### src/rtl/hamming_pkg.sv
// ============================================================================
// hamming_pkg : shared Hamming(7,4) widths, bit positions and TX FSM states
// Revision    : 1.0
// ============================================================================
`default_nettype none

package hamming_pkg;

    localparam int CW_W   = 7;
    localparam int DATA_W = 4;

    // Codeword bit positions, shared with the Hamming(7,4) decoder
    localparam int D3_POS = 6;
    localparam int D2_POS = 5;
    localparam int D1_POS = 4;
    localparam int D0_POS = 3;
    localparam int P2_POS = 2;
    localparam int P1_POS = 1;
    localparam int P0_POS = 0;

    typedef enum logic [1:0] {
        ST_IDLE  = 2'd0,
        ST_SHIFT = 2'd1,
        ST_GAP   = 2'd2
    } state_t;

endpackage

`default_nettype wire

### src/rtl/hamming_nibble_encoder.sv
// ============================================================================
// hamming_nibble_encoder : combinational Hamming(7,4) encoder, one nibble
// Revision               : 1.0
// ============================================================================
`default_nettype none

module hamming_nibble_encoder
    import hamming_pkg::*;
(
    input  logic [DATA_W-1:0] data,
    output logic [CW_W-1:0]   cw
);

    always_comb begin
        cw         = '0;
        cw[D3_POS] = data[3];
        cw[D2_POS] = data[2];
        cw[D1_POS] = data[1];
        cw[D0_POS] = data[0];
        cw[P2_POS] = data[3] ^ data[2] ^ data[1];
        cw[P1_POS] = data[2] ^ data[1] ^ data[0];
        cw[P0_POS] = data[3] ^ data[2] ^ data[0];
    end

endmodule

`default_nettype wire

### src/rtl/hamming_encoder_tx.sv
// ============================================================================
// hamming_encoder_tx : encodes a byte as two Hamming(7,4) codewords (low
//                      nibble first) and shifts them out MSB first
// Revision           : 1.0
// ============================================================================
`default_nettype none

module hamming_encoder_tx
    import hamming_pkg::*;
#(
    parameter int BIT_DIV = 1,
    parameter int GAP     = 1
) (
    input  logic            clk,
    input  logic            rst,
    input  logic [7:0]      in_data,
    input  logic            in_valid,
    output logic            in_ready,
    input  logic            inj_en,
    input  logic [2:0]      inj_pos,
    output logic            tx_bit,
    output logic            tx_frame,
    output logic            tx_start,
    output logic [CW_W-1:0] cw_cur
);

    if (BIT_DIV < 1 || BIT_DIV > 255) begin : g_bad_bit_div
        $error("hamming_encoder_tx: BIT_DIV out of range 1..255");
    end
    if (GAP < 1 || GAP > 15) begin : g_bad_gap
        $error("hamming_encoder_tx: GAP out of range 1..15");
    end

    localparam logic [7:0] DIV_LAST = 8'(BIT_DIV - 1);
    localparam logic [3:0] GAP_LAST = 4'(GAP - 1);

    state_t          state, state_n;
    logic            nib_sel, nib_sel_n;
    logic [2:0]      bit_idx, bit_idx_n;
    logic [7:0]      div_cnt, div_cnt_n;
    logic [3:0]      gap_cnt, gap_cnt_n;
    logic [CW_W-1:0] cw_hi, cw_hi_n;
    logic [CW_W-1:0] cw_cur_n;
    logic [CW_W-1:0] enc_lo, enc_hi, lo_inj;
    logic            accept;
    logic            frame_n, bit_n, start_n;

    hamming_nibble_encoder u_enc_lo (
        .data (in_data[3:0]),
        .cw   (enc_lo)
    );

    hamming_nibble_encoder u_enc_hi (
        .data (in_data[7:4]),
        .cw   (enc_hi)
    );

    assign in_ready = (state == ST_IDLE);
    assign accept   = in_valid && in_ready;

    // inj_pos == 7 selects no bit, so the low codeword passes through clean
    always_comb begin
        lo_inj = enc_lo;
        if (inj_en && inj_pos != 3'd7) begin
            lo_inj[inj_pos] = ~enc_lo[inj_pos];
        end
    end

    always_comb begin
        state_n   = state;
        nib_sel_n = nib_sel;
        bit_idx_n = bit_idx;
        div_cnt_n = div_cnt;
        gap_cnt_n = gap_cnt;
        cw_hi_n   = cw_hi;
        cw_cur_n  = cw_cur;
        case (state)
            ST_IDLE: begin
                if (accept) begin
                    state_n   = ST_SHIFT;
                    nib_sel_n = 1'b0;
                    bit_idx_n = 3'd6;
                    div_cnt_n = 8'd0;
                    cw_hi_n   = enc_hi;
                    cw_cur_n  = lo_inj;
                end
            end
            ST_SHIFT: begin
                if (div_cnt == DIV_LAST) begin
                    div_cnt_n = 8'd0;
                    if (bit_idx == 3'd0) begin
                        state_n   = ST_GAP;
                        gap_cnt_n = 4'd0;
                    end else begin
                        bit_idx_n = bit_idx - 3'd1;
                    end
                end else begin
                    div_cnt_n = div_cnt + 8'd1;
                end
            end
            ST_GAP: begin
                if (gap_cnt == GAP_LAST) begin
                    if (!nib_sel) begin
                        state_n   = ST_SHIFT;
                        nib_sel_n = 1'b1;
                        bit_idx_n = 3'd6;
                        div_cnt_n = 8'd0;
                        cw_cur_n  = cw_hi;
                    end else begin
                        state_n = ST_IDLE;
                    end
                end else begin
                    gap_cnt_n = gap_cnt + 4'd1;
                end
            end
            default: state_n = ST_IDLE;
        endcase
    end

    // Serial outputs are registered from next-state values so they line up with the FSM
    always_comb begin
        frame_n = (state_n == ST_SHIFT);
        bit_n   = frame_n && cw_cur_n[bit_idx_n];
        start_n = frame_n && (state != ST_SHIFT);
    end

    always_ff @(posedge clk) begin
        if (rst) begin
            state    <= ST_IDLE;
            nib_sel  <= 1'b0;
            bit_idx  <= 3'd0;
            div_cnt  <= 8'd0;
            gap_cnt  <= 4'd0;
            cw_hi    <= '0;
            cw_cur   <= '0;
            tx_bit   <= 1'b0;
            tx_frame <= 1'b0;
            tx_start <= 1'b0;
        end else begin
            state    <= state_n;
            nib_sel  <= nib_sel_n;
            bit_idx  <= bit_idx_n;
            div_cnt  <= div_cnt_n;
            gap_cnt  <= gap_cnt_n;
            cw_hi    <= cw_hi_n;
            cw_cur   <= cw_cur_n;
            tx_bit   <= bit_n;
            tx_frame <= frame_n;
            tx_start <= start_n;
        end
    end

endmodule

`default_nettype wire
### config.mk
export PLATFORM = sky130hd
export DESIGN_NAME = hamming_encoder_tx
export DESIGN_NICKNAME = d
export VERILOG_FILES = /design/src/rtl/hamming_pkg.sv /design/src/rtl/hamming_nibble_encoder.sv /design/src/rtl/hamming_encoder_tx.sv
export SDC_FILE = /design/constraint.sdc
export NUM_CORES = 1
export LEC_CHECK = 0
export ABC_AREA = 0
export BUFFER_PORTS_ARGS = -buffer_cell sky130_fd_sc_hd__buf_2
export CAP_MARGIN = 10
export CORE_ASPECT_RATIO = 0.8
export CORE_MARGIN = 2
export CORE_UTILIZATION = 31
export CTS_CLUSTER_SIZE = 12
export DETAILED_ROUTE_END_ITERATION = 6
export GPL_TIMING_DRIVEN = 0
export MAX_ROUTING_LAYER = met4
export SYNTH_ARGS = -nofsm -noshare
export SYNTH_HDL_FRONTEND = slang
export SYNTH_HIERARCHICAL = 1
export SYNTH_SLANG_ARGS = --single-unit
### constraint.sdc
create_clock -name clk -period 6.6 [get_ports clk]
set_input_delay 0.99 -clock clk [delete_from_list [all_inputs] [get_ports clk]]
set_output_delay 0.99 -clock clk [all_outputs]
set_load 0.03 [all_outputs]
# Word-level counts from Yosys, hierarchy flattened
# Cells that the tools add are included.
# W data, S select, Z words.
[word_totals]
ff_bits = 35
inputBits = 15
output_inout_bits = 11
word_cells = 90
[op_classes]
addsub = 3
order_cmp = 3
n_eq_ne = 11
mux = 36
n_bitwise = 11
reduce_logical = 16
[ops]
columns = ["operator", "n"]
rows = [
  ["$mux W8", 4],
  ["$mux W7", 4],
  ["$pmux W8 S3", 1],
  ["$mux W3", 5],
  ["$pmux W7 S2", 1],
  ["$mux W4", 3],
  ["$ne A2 B2 Y1 const B", 5],
  ["$xor A1 B1 Y1", 10],
  ["$pmux W3 S3", 1],
  ["$add A8 B1 Y8 const B", 1],
  ["$logic_not A8 Y1", 1],
  ["$lt A3 B4 Y1 const B", 2],
  ["$mux W2", 4],
  ["$pmux W4 S2", 1],
  ["$reduce_and A4 Y1", 2],
  ["$bwmux W7", 1],
  ["$bmux W1 S3", 2],
  ["$mux W1", 6],
  ["$pmux W2 S3", 1],
  ["$logic_and A1 B1 Y1", 5],
  ["$add A4 B1 Y4 const B", 1],
  ["$eq A2 B1 Y1 const B", 2],
  ["$logic_not A4 Y1", 1],
  ["$ne A2 B1 Y1 const B", 2],
  ["13 further kinds", 14],
]

# Logic depth before layout (Yosys ltp)
[depth]
word_depth = 12
depth_mapped = 10
depth_no_buf = 9

# Cells and area by module
# Netlist, hierarchy kept.
[modules_own_cells]
columns = ["module", "instances", "cells_each", "area_each_um2", "seq_area_each_um2"]
rows = [
  ["hamming_encoder_tx", 1, 225, 1870.5, 700.7],
  ["hamming_nibble_encoder", 2, 7, 108.9, 0.0],
]

# Worst setup path before layout
# OpenSTA, ideal clock, no wires.
[synth_path]
path_type = "input -> register"
startpoint = "input port inj_pos[2]"
endpoint = "register tx_bit"
setup_ps = 123
arrival_ps = 2412
required_ps = 6477
slack_ps = 4065
stages = 6
n_path_buf = 0
cell_sequence = "or4b_1 -> a311oi_1 -> a31oi_1 -> o311a_1 -> o22ai_1 -> o22ai_2"
[synth_between]
elab_chain_cells = 11
elab_cells_between_ends = 17
cone_classes = "order compare (2); eq/ne (1); mux (10); bitwise (1); reduce/logical (3)"
[synth_lines]
columns = ["item", "line_no", "text"]
rows = [
  ["from (decl)", "hamming_encoder_tx.sv:20", "input logic [2:0] inj_pos,"],
  ["$lt A3 B4 Y1 (implied by the code) or $ge A3 B1 Y1 (tied branches)", "hamming_encoder_tx.sv:65", "lo_inj[inj_pos] = ~enc_lo[inj_pos];"],
  ["$logic_and A1 B1 Y1 (implied by the code)", "hamming_encoder_tx.sv:65", ""],
  ["$mux W1 (implied by the code)", "hamming_encoder_tx.sv:65", ""],
  ["$demux W1 S3", "hamming_encoder_tx.sv:65", ""],
  ["$bwmux W7", "hamming_encoder_tx.sv:65", ""],
  ["$mux W7 (*)", "hamming_encoder_tx.sv:64", "if (inj_en && inj_pos != 3'd7) begin"],
  ["$mux W7 (*)", "hamming_encoder_tx.sv:79", "if (accept) begin"],
  ["$pmux W7 S2 (*)", "hamming_encoder_tx.sv:77", "case (state)"],
  ["$bmux W1 S3 (*)", "hamming_encoder_tx.sv:123", "bit_n = frame_n && cw_cur_n[bit_idx_n];"],
  ["$mux W1 (implied by the code) (*)", "hamming_encoder_tx.sv:123", ""],
  ["$logic_and A1 B1 Y1 (*)", "hamming_encoder_tx.sv:123", ""],
  ["to (signal assigned)", "hamming_encoder_tx.sv:147", "tx_bit <= bit_n;"],
  ["to (decl)", "hamming_encoder_tx.sv:21", "output logic tx_bit,"],
]
# Every way passes the cells marked *; elsewhere a longest branch is shown, timed or not. The select of a mux whose other input is x is not followed.
# A chain may end at the register's enable or synchronous reset.

# Worst setup path after layout
# Ends and elaborated chain as after synthesis.

==> results.md <==
* Initial Utilization at 32.4%
* Layout overhead on the synthesized area at 16.4%
* CP peak stage delay at 0.56 ns
* Final period util at 38.8%
* Crit path cell chain: buf_2 > or4b_1 > a311oi_1 > a31oi_1 > o311a_1 > o22ai_1 > o22ai_2
* Crit end category: flip-flop
* CTS Sinks at 35
* Routed wire length at 4720 microns
* Leading area contributor after synthesis: dfxtp_1
* Area contributors post-synth: dfxtp_1 (34%), nor2_1 (5.6%), xor3_4 (5.3%)
* Final setup fails at 0
* Reg-to-reg slack, setup at 4.06 ns
* #FFs+latches synth at 35
* Most frequent cells after synthesis: dfxtp_1 (35), nor2_1 (31), nand2_1 (29), a21oi_1 (15), nor3_1 (10)
* R2R Path End: tx_bit$_SDFF_PP0_
* Hpwl dp at 3650 microns
* Number of cells upsized or downsized after cts at 0
* Largest net degree at the start of global routing at 13
* Max Clock Freq at 0.391 GHz
* Ys flop type: dfxtp_1
* Placed insts at 348
* Vias in the first global route at approximately 1.6k
* PwrDens at 250 nW/um^2
* RSZ-0062 raised after global routing: false
* Library cells used by synthesis at 46
* Routed len/inst at 13.3 microns
* Synthesized cell area at approximately 2100 sq um
* Cts bufs inserted at 5
* Crit path DAT at 2.74 ns
* Fin cells at approximately 360
* Die W at 95.8 microns
* Total GRT Usage at about 14%
* Mapped Nets at 260
* Reg area at between 700 and 800 sq um
* Multi-input gate area at ~1300 sq um
* Post-synth ARST share at 0%
* LEAKAGE at 0.00101 uW
* Die Span Y at 77.4 microns
* Critical path type: input port to flip-flop
* Post-synth top area share at 33.6%
* # DRC at 0
* Final Util at 37.7%
* Worst hold stages at 2
* Htree depth at 2
* Core area at 6440 sq um
* Antenna diodes at 0
* Status: finished clean
* Crit Path Max Fanout at 7
* Final ANT Viol Nets at 0
* Num rows at 26
* HP Class: flip-flop to flip-flop
* CTS Buffer Depth at 2
* GRT overflow at 0
* Post-synth EDFFs at 0
* Post-CTS Hold Fix Bufs at 0
* Fin nets at 292
* CP Launch Type: input port
* Slew Limit Fails at 0
* Initial drt markers at 130
* Root buf cell: clkbuf_8
* Vias per cell at just under 5
* WHS at 0.469 ns
* Setup bufs post-CTS at 0
* Global-route wire length before repair at 7780 microns
* Setup TNS at 0 ns
* Worst-Margin Slew at 0.644 ns
* Syn avg cell area at 8.74 sq um
* Final Wtd Congestion at 0.846
* Hold Violations, Final at 0
* I/O pin count at 26
* Slew headroom at 56.9%
* CTS tree: yes
* Post-synthesis sequential area ratio at 33.6%
* Most common cell in the netlist: dfxtp_1
* Synth warn at 6
* WP data required at just under 7 ns
* FF-to-FF Start: gap_cnt[0]$_SDFFE_PP0P_
* Final Power at between 600 and 700 uW
* Clk pin slew, worst setup/hold paths at 0.07 ns
* Clk Latency, worst-skew pair at about 0.30 ns
* Max Cap Viol at 0
* Fill count at a little under 700
* Min-delay src: cw_hi[0]$_SDFFE_PP0P_
* Number of port buffers at 25
* Period minus WS final at 2.56 ns
* Via count at 1728
* Share of layout cells above drive strength 1 at 19.5%
* Cells after Synth at 239
* Reg2Reg Depth at 10
* Hold Crit Endpoint: cw_hi[0]$_SDFFE_PP0P_
* Antenna violations before repair at 0
* Worst Skew at between 0.01 and 0.015 ns
* CP max-delay cell: or4b_1
* Die area at ~7400 sq um
* TritonRoute pass-1 iters at 6
* Max VDD drop at 115 uV
sequential cells by signal (all words and copies together), names as in the netlist:
register  flops
cw_cur        7
nib_sel       1
tx_start      1
gap_cnt       4
div_cnt       8
tx_bit        1
state         2
bit_idx       3
cw_hi         7
tx_frame      1
metal layers:
metal | vias up | wire, microns | GRT usage, %
li1 | 901 | - | -
met1 | 789 | 2480 | 20.8
met2 | 30 | 1970 | 18.7
met3 | 8 | 220 | 3.79
met4 | 0 | 59 | 3.86
met5 | - | 0 | -
worst max-delay path by stage:
stage,from,end,slack [ns],cells after the start
2_1_floorplan,inj_pos[2],tx_bit$_SDFF_PP0_,4.07,6
3_3_place_gp,inj_pos[2],tx_bit$_SDFF_PP0_,3.77,7
3_5_place_dp,inj_pos[2],tx_bit$_SDFF_PP0_,3.75,7
4_1_cts,inj_pos[2],tx_bit$_SDFF_PP0_,4.07,7
5_1_grt,gap_cnt[0]$_SDFFE_PP0P_,tx_bit$_SDFF_PP0_,3.90,10
6_report,inj_pos[2],tx_bit$_SDFF_PP0_,4.04,7
layout make-up:
| type | count | area share [%] |
|---|---|---|
| timing repair buffer | 25 | 5.15 |
| inverter | 6 | 0.926 |
| clock inverter | 3 | 1.80 |
| multi-input combinational | 182 | 52.4 |
| clock buffer | 5 | 2.83 |
| tap | 84 | 4.32 |
| sequential | 35 | 28.8 |
| buffer | 16 | 3.71 |
cells in the final DEF (no fill, tap or decap), types with 2 or more instances in the layout:
cell / netlist / routed
clkbuf_8: 0 / 5
xor3_4: 4 / 4
mux2i_1: 6 / 6
a21oi_1: 15 / 15
or4b_1: 2 / 2
ha_1: 6 / 6
nor2b_1: 6 / 6
nand3_1: 3 / 3
nand2b_1: 6 / 6
buf_4: 8 / 8
a21o_1: 2 / 2
o21ai_0: 6 / 6
nand2_1: 29 / 29
or3_1: 3 / 3
xor2_1: 9 / 9
xnor2_1: 4 / 4
nor3_1: 10 / 10
a221oi_1: 5 / 5
xor3_1: 2 / 2
and3_1: 3 / 3
dfxtp_1: 35 / 35
inv_1: 6 / 6
o21bai_1: 2 / 2
nand4b_1: 3 / 3
clkbuf_1: 8 / 8
o22ai_1: 2 / 2
buf_2: 0 / 25
nor2_1: 31 / 31
nand4_1: 3 / 3
nor4bb_1: 2 / 2
power by group:
| part | total (uW) | internal, uW | switching [uW] |
|---|---|---|---|
| sequential | 240 | 228 | 11.8 |
| combinational | 174 | 73.6 | 100 |
| clock | 194 | 112 | 81.3 |
| total | 607 | 414 | 193 |
through the flow:
step           worst slack (ns)  instance area [sq um]
3_5_place_dp               3.75                   2320
2_1_floorplan              4.07                   2090
6_report                   4.04                   2430
5_1_grt                    3.90                   2430
4_1_cts                    4.07                   2430
3_3_place_gp               3.77                   2320
logic make-up after synthesis:
logic type / after synthesis / synth area share (%)
simple gates: 105 / 25.9
flops: 35 / 33.6
buf+inv: 22 / 5.39
fa+ha+maj: 6 / 3.59
mux: 8 / 4.13
compound gates: 44 / 14.4
xor+xnor: 19 / 13.0
critical path: cells and delay by family:
kind                   cells  cell delay (ns)
AO/OA/AOI/OAI              5             1.06
AND/OR/NAND/NOR            1             0.56
buffers and inverters      1             0.13
Note: power is estimated with default switching activity, not from simulation.
